===== config.mk =====
export PLATFORM = sky130hd
export DESIGN_NAME = dac_tx
export DESIGN_NICKNAME = d
export VERILOG_FILES = /design/src/rtl/dac_tx.sv
export SDC_FILE = /design/constraint.sdc
export NUM_CORES = 1
export LEC_CHECK = 0
export ABC_AREA = 0
export CAP_MARGIN = 20
export CORE_MARGIN = 5
export CORE_UTILIZATION = 36
export CTS_CLUSTER_DIAMETER = 50
export DETAILED_ROUTE_END_ITERATION = 12
export RECOVER_POWER = 50
export SYNTH_ARGS = -nofsm -noshare
export SYNTH_HDL_FRONTEND = slang
export SYNTH_SLANG_ARGS = --single-unit

===== constraint.sdc =====
create_clock -name Fg_clk -period 2.55 [get_ports Fg_clk]
set_input_delay 0.255 -clock Fg_clk [delete_from_list [all_inputs] [get_ports Fg_clk]]
set_output_delay 0.255 -clock Fg_clk [all_outputs]
set_load 0.02 [all_outputs]

===== src/rtl/dac_tx.sv =====
// dac_tx: sample FIFO feeding a parallel DAC at one sample per DIV clock cycles.
// A free-running phase counter (active while Enable=1) defines sample slots;
// each slot pops the FIFO head into the registered Dac_data word, or flags a
// sticky underrun when the FIFO is empty. Dac_clk is a registered half-duty
// latch clock aligned so that Dac_data settles DIV/2 cycles before each rise.
// Optional build macro: DAC_TX_OFFSET_BINARY_EN (two's complement in,
// offset binary out, reset word 12'h800).
module dac_tx #(
  parameter int unsigned DIV   = 4,
  parameter int unsigned DEPTH = 8
) (
  input  logic                     Fg_clk,
  input  logic                     Resetn,
  input  logic                     Enable,
  input  logic                     In_valid,
  input  logic [11:0]              In_data,
  output logic                     In_ready,
  input  logic                     Underrun_clr,
  output logic [11:0]              Dac_data,
  output logic                     Dac_clk,
  output logic                     Underrun,
  output logic [$clog2(DEPTH):0]   Level
);

  localparam int unsigned AW = $clog2(DEPTH);
  localparam int unsigned PW = $clog2(DIV);
  localparam logic [AW:0]   LVL_FULL   = (AW + 1)'(DEPTH);
  localparam logic [PW-1:0] PHASE_LAST = PW'(DIV - 1);
  localparam logic [PW-1:0] PHASE_HIGH = PW'(DIV / 2);

`ifdef DAC_TX_OFFSET_BINARY_EN
  localparam logic [11:0] DATA_RST = 12'h800;
`else
  localparam logic [11:0] DATA_RST = 12'h000;
`endif

  logic [11:0]   mem [DEPTH];
  logic [AW-1:0] wr_ptr;
  logic [AW-1:0] rd_ptr;
  logic [PW-1:0] phase;
  logic          slot;
  logic          push;
  logic          pop;
  logic [11:0]   head_word;

  assign In_ready = (Level != LVL_FULL);
  assign slot     = Enable && (phase == '0);
  assign push     = In_valid && In_ready;
  assign pop      = slot && (Level != '0);

  // Output word formatting of the FIFO head
  always_comb begin
    head_word = mem[rd_ptr];
`ifdef DAC_TX_OFFSET_BINARY_EN
    head_word[11] = ~mem[rd_ptr][11];
`endif
  end

  // FIFO storage write port; contents deliberately not reset
  always_ff @(posedge Fg_clk) begin
    if (push) begin
      mem[wr_ptr] <= In_data;
    end
  end

  // FIFO pointers and occupancy
  always_ff @(posedge Fg_clk or negedge Resetn) begin
    if (!Resetn) begin
      wr_ptr <= '0;
      rd_ptr <= '0;
      Level  <= '0;
    end else begin
      if (push) wr_ptr <= wr_ptr + 1'b1;
      if (pop)  rd_ptr <= rd_ptr + 1'b1;
      case ({push, pop})
        2'b10:   Level <= Level + 1'b1;
        2'b01:   Level <= Level - 1'b1;
        default: Level <= Level;
      endcase
    end
  end

  // Sample-period phase counter; disabling abandons the current period
  always_ff @(posedge Fg_clk or negedge Resetn) begin
    if (!Resetn) begin
      phase <= '0;
    end else if (!Enable) begin
      phase <= '0;
    end else if (phase == PHASE_LAST) begin
      phase <= '0;
    end else begin
      phase <= phase + 1'b1;
    end
  end

  // Registered DAC word and latch clock, both one cycle behind the phase
  always_ff @(posedge Fg_clk or negedge Resetn) begin
    if (!Resetn) begin
      Dac_data <= DATA_RST;
      Dac_clk  <= 1'b0;
    end else begin
      if (pop) Dac_data <= head_word;
      Dac_clk <= Enable && (phase >= PHASE_HIGH);
    end
  end

  // Sticky underrun; a set in the same cycle as a clear wins
  always_ff @(posedge Fg_clk or negedge Resetn) begin
    if (!Resetn) begin
      Underrun <= 1'b0;
    end else if (slot && (Level == '0)) begin
      Underrun <= 1'b1;
    end else if (Underrun_clr) begin
      Underrun <= 1'b0;
    end
  end

endmodule


==> impl_metrics.env, run 1 <==
export IMPL_status="finished with violations"
export IMPL_violations="max-capacitance violations, max-slew violations"
export IMPL_ctsHoldBuffers=0
export IMPL_tritoncts="yes"
export IMPL_hold_viol=0
export IMPL_hp_class="in2reg"
export IMPL_slew_viol_final=27
export IMPL_antenna_found_initial=0
export IMPL_multi_input_comb_area_mm2=0.001274
export IMPL_fin_crit_sh_pct=91.12
export IMPL_route_vias_total=2696
export IMPL_synth_ff_type="edfxtp_1"
export IMPL_synth_cells=305
export IMPL_tightest_slew_ns=1.688
export IMPL_initial_core_util_pct=36.72
export IMPL_synth_simple_area_share_pct=6.458
export IMPL_finalSetupViolCount=0
export IMPL_synth_edff_count=96
export IMPL_wl_per_cell_um=17.92
export IMPL_yosysWarningCount=0
export IMPL_power_ir_vdd_worst_v=0.0006545
export IMPL_num_rows=42
export IMPL_synth_most_common_cell="edfxtp_1"
export IMPL_p_leak_nw=2.308
export IMPL_grt_max_degree=51
export IMPL_drt_iter0_drc=154
export IMPL_total_power_mw=7.386
export IMPL_vias_per_cell=4.858
export IMPL_clk_pin_slew_worst_paths_ns=0.05
export IMPL_register_area_mm2=0.003535
export IMPL_drive_gt1_share_pct=15.57
export IMPL_finalClockSkew_ns=0.01540
export IMPL_ys_types=33
export IMPL_synthesis_nets=329
export IMPL_max_cap_viol_count=1
export IMPL_placed_cells=523
export IMPL_crit_arrival_ns=2.59
export IMPL_ant_nets=0
export IMPL_clock_fmax_mhz=430.4
export IMPL_syn_area_per_cell_um2=16.01
export IMPL_critPathCaptureType="flip-flop"
export IMPL_pre_cts_ws_ns=0.2593
export IMPL_setup_slack_ns=0.2265
export IMPL_tns_ns=0
export IMPL_drt_total_wl_um=9945
export IMPL_max_slew_margin_rel_pct=-12.56
export IMPL_critPathKind="reg2reg"
export IMPL_crit_fanout=5
export IMPL_grt_usage_pct=13.04
export IMPL_cts_buffers=17
export IMPL_post_route_drc_count=0
export IMPL_cts_root_buf="clkbuf_16"
export IMPL_crit_path_start_kind="flip-flop"
export IMPL_die_height_um=126.5
export IMPL_synth_compound_area_share_pct=5.587
export IMPL_core_mm2=0.01330
export IMPL_synth_top_family_by_area="multiplexers"
export IMPL_cts_sinks=122
export IMPL_ioPinCount=36
export IMPL_dieArea_mm2=0.01599
export IMPL_grt_pass1_wl_um=15620
export IMPL_yosysSeqAreaShare_pct=72.37
export IMPL_gp_congestion=0.7294
export IMPL_required_ns=2.82
export IMPL_async_flop_share_pct=21.31
export IMPL_area_growth_pct=25.91
export IMPL_h_tree_depth=4
export IMPL_rsz0062_at_grt="no"
export IMPL_diodes=0
export IMPL_cts_buffer_depth=2
export IMPL_portBuffers=35
export IMPL_clk_latency_ns=0.41
export IMPL_power_density_mw_per_mm2=1202
export IMPL_synthAdderAreaFrac_pct=1.794
export IMPL_ys_ff_latch=122
export IMPL_num_nets_final=390
export IMPL_synthDominantAreaCellType="edfxtp_1"
export IMPL_postCtsSetupBuffers=0
export IMPL_overflow=0
export IMPL_drt_pass1_iter_count=4
export IMPL_synthesis_area_mm2=0.004882
export IMPL_synth_area_leaders="edfxtp_1 (59%), dfrtp_1 (13%), mux2i_1 (9.8%)"
export IMPL_fillCellCount=1136
export IMPL_die_w_um=126.5
export IMPL_min_period_ns=2.323
export IMPL_cts_resized=0
export IMPL_synth_top_area_share_pct=59.05
export IMPL_muxShareOfSynthArea_pct=10.61
export IMPL_place_hpwl_um=5902
export IMPL_grt_pass1_vias=2832
export IMPL_synthTopCellsByCount="edfxtp_1 (96), mux2i_1 (48), dfrtp_1 (26), a22oi_1 (24), nand2_1 (17)"
export IMPL_synth_xor_area_share_pct=1.435
export IMPL_instances_no_fill=555
layout by cell type, fill, tap and decap left out, types with 5 or more instances in the layout:
master and count:
buf_4 17, edfxtp_1 96, mux2i_1 48, o21ai_0 14
nand3_1 15, nand2_1 17, ha_1 7, clkdlybuf4s50_1 21
clkbuf_16 17, dlygate4sd3_1 14, a22oi_1 24, dfrtp_1 25
xor2_1 5, nor2_1 8
report_power, final:
part / switching (mW) / total [mW] / internal [mW]
Clock: 0.856 / 2.40 / 1.54
Sequential: 0.186 / 2.76 / 2.57
Combinational: 1.26 / 2.23 / 0.974
Total: 2.30 / 7.39 / 5.09
critical path: stages, from the launching register on:
cell and delay, ns:
dfrtp_1 0.44, or4b_4 0.54, nand2_4 0.13, ha_1 0.25
xor2_1 0.10, ha_1 0.18, a21oi_1 0.14, xor2_1 0.20
nor2_1 0.08, xor2_1 0.14
logic make-up (layout without fill, tap and decap cells):
family / count (synthesis) / count (layout)
flops: 122 / 122
simple gates: 58 / 58
mux: 51 / 51
compound gates: 42 / 42
buf+inv: 17 / 91
xor+xnor: 8 / 8
fa+ha+maj: 7 / 7
registers in the layout, summed over array words and instances (netlist names):
register,flops
mem,96
wr_ptr,3
rd_ptr,3
Level,4
Underrun,1
Dac_data,12
Dac_clk,1
phase,2
worst paths after layout:
kind                       slack, ns          from           end  depth (start not counted)
min reg2reg                     0.43      phase[0]      phase[0]                          1
min in group asynchronous       0.83        Resetn  Dac_data[10]                          2
min                             0.43  Underrun_clr      Underrun                          2
max in group asynchronous       0.62        Resetn     rd_ptr[0]                          2
max                             0.23      Level[3]      Level[2]                          9
max reg2reg                     0.23      Level[3]      Level[2]                          9
layer usage:
| metal | wire length, µm | track usage [%] | vias up | part of all wire (%) |
|---|---|---|---|---|
| li1 | - | - | 1288 | - |
| met2 | 4775 | 20.52 | 67 | 48 |
| met4 | 52 | 3.533 | 0 | 0.52 |
| met3 | 482 | 4.203 | 5 | 4.8 |
| met1 | 4635 | 17.51 | 1336 | 47 |
| met5 | 0 | 0 | - | 0 |
metrics by stage:
step	area, µm²	util (%)	hold slack [ns]
after floorplan	4882	-	-0.04059
after global placement	5560	41.82	0.4123
after detailed placement	5560	41.82	0.4325
after CTS	6158	46.32	0.2526
after global routing	6147	46.24	0.4159
final	6147	46.24	0.4284
layout make-up:
cell class | count | share of cell area (%)
multi-input cells | 166 | 20.72
well taps | 176 | 3.582
clock inverters | 14 | 2.748
inverters | 3 | 0.1832
clock buffers | 18 | 6.981
flip-flops and latches | 122 | 57.50
repair buffers | 56 | 8.284
Power figures use the tool's default switching activity.
==> run 2: changes to the inputs <==
--- a/config.mk
+++ b/config.mk
@@ -6,6 +6,7 @@
 export NUM_CORES = 1
 export LEC_CHECK = 0
 export ABC_AREA = 0
+export ABC_CLOCK_PERIOD_IN_PS = 2550
 export CAP_MARGIN = 20
 export CORE_MARGIN = 5
 export CORE_UTILIZATION = 36
==> results of run 2 <==
No change in the layout: final DEF, timing and power equal those of run 1.
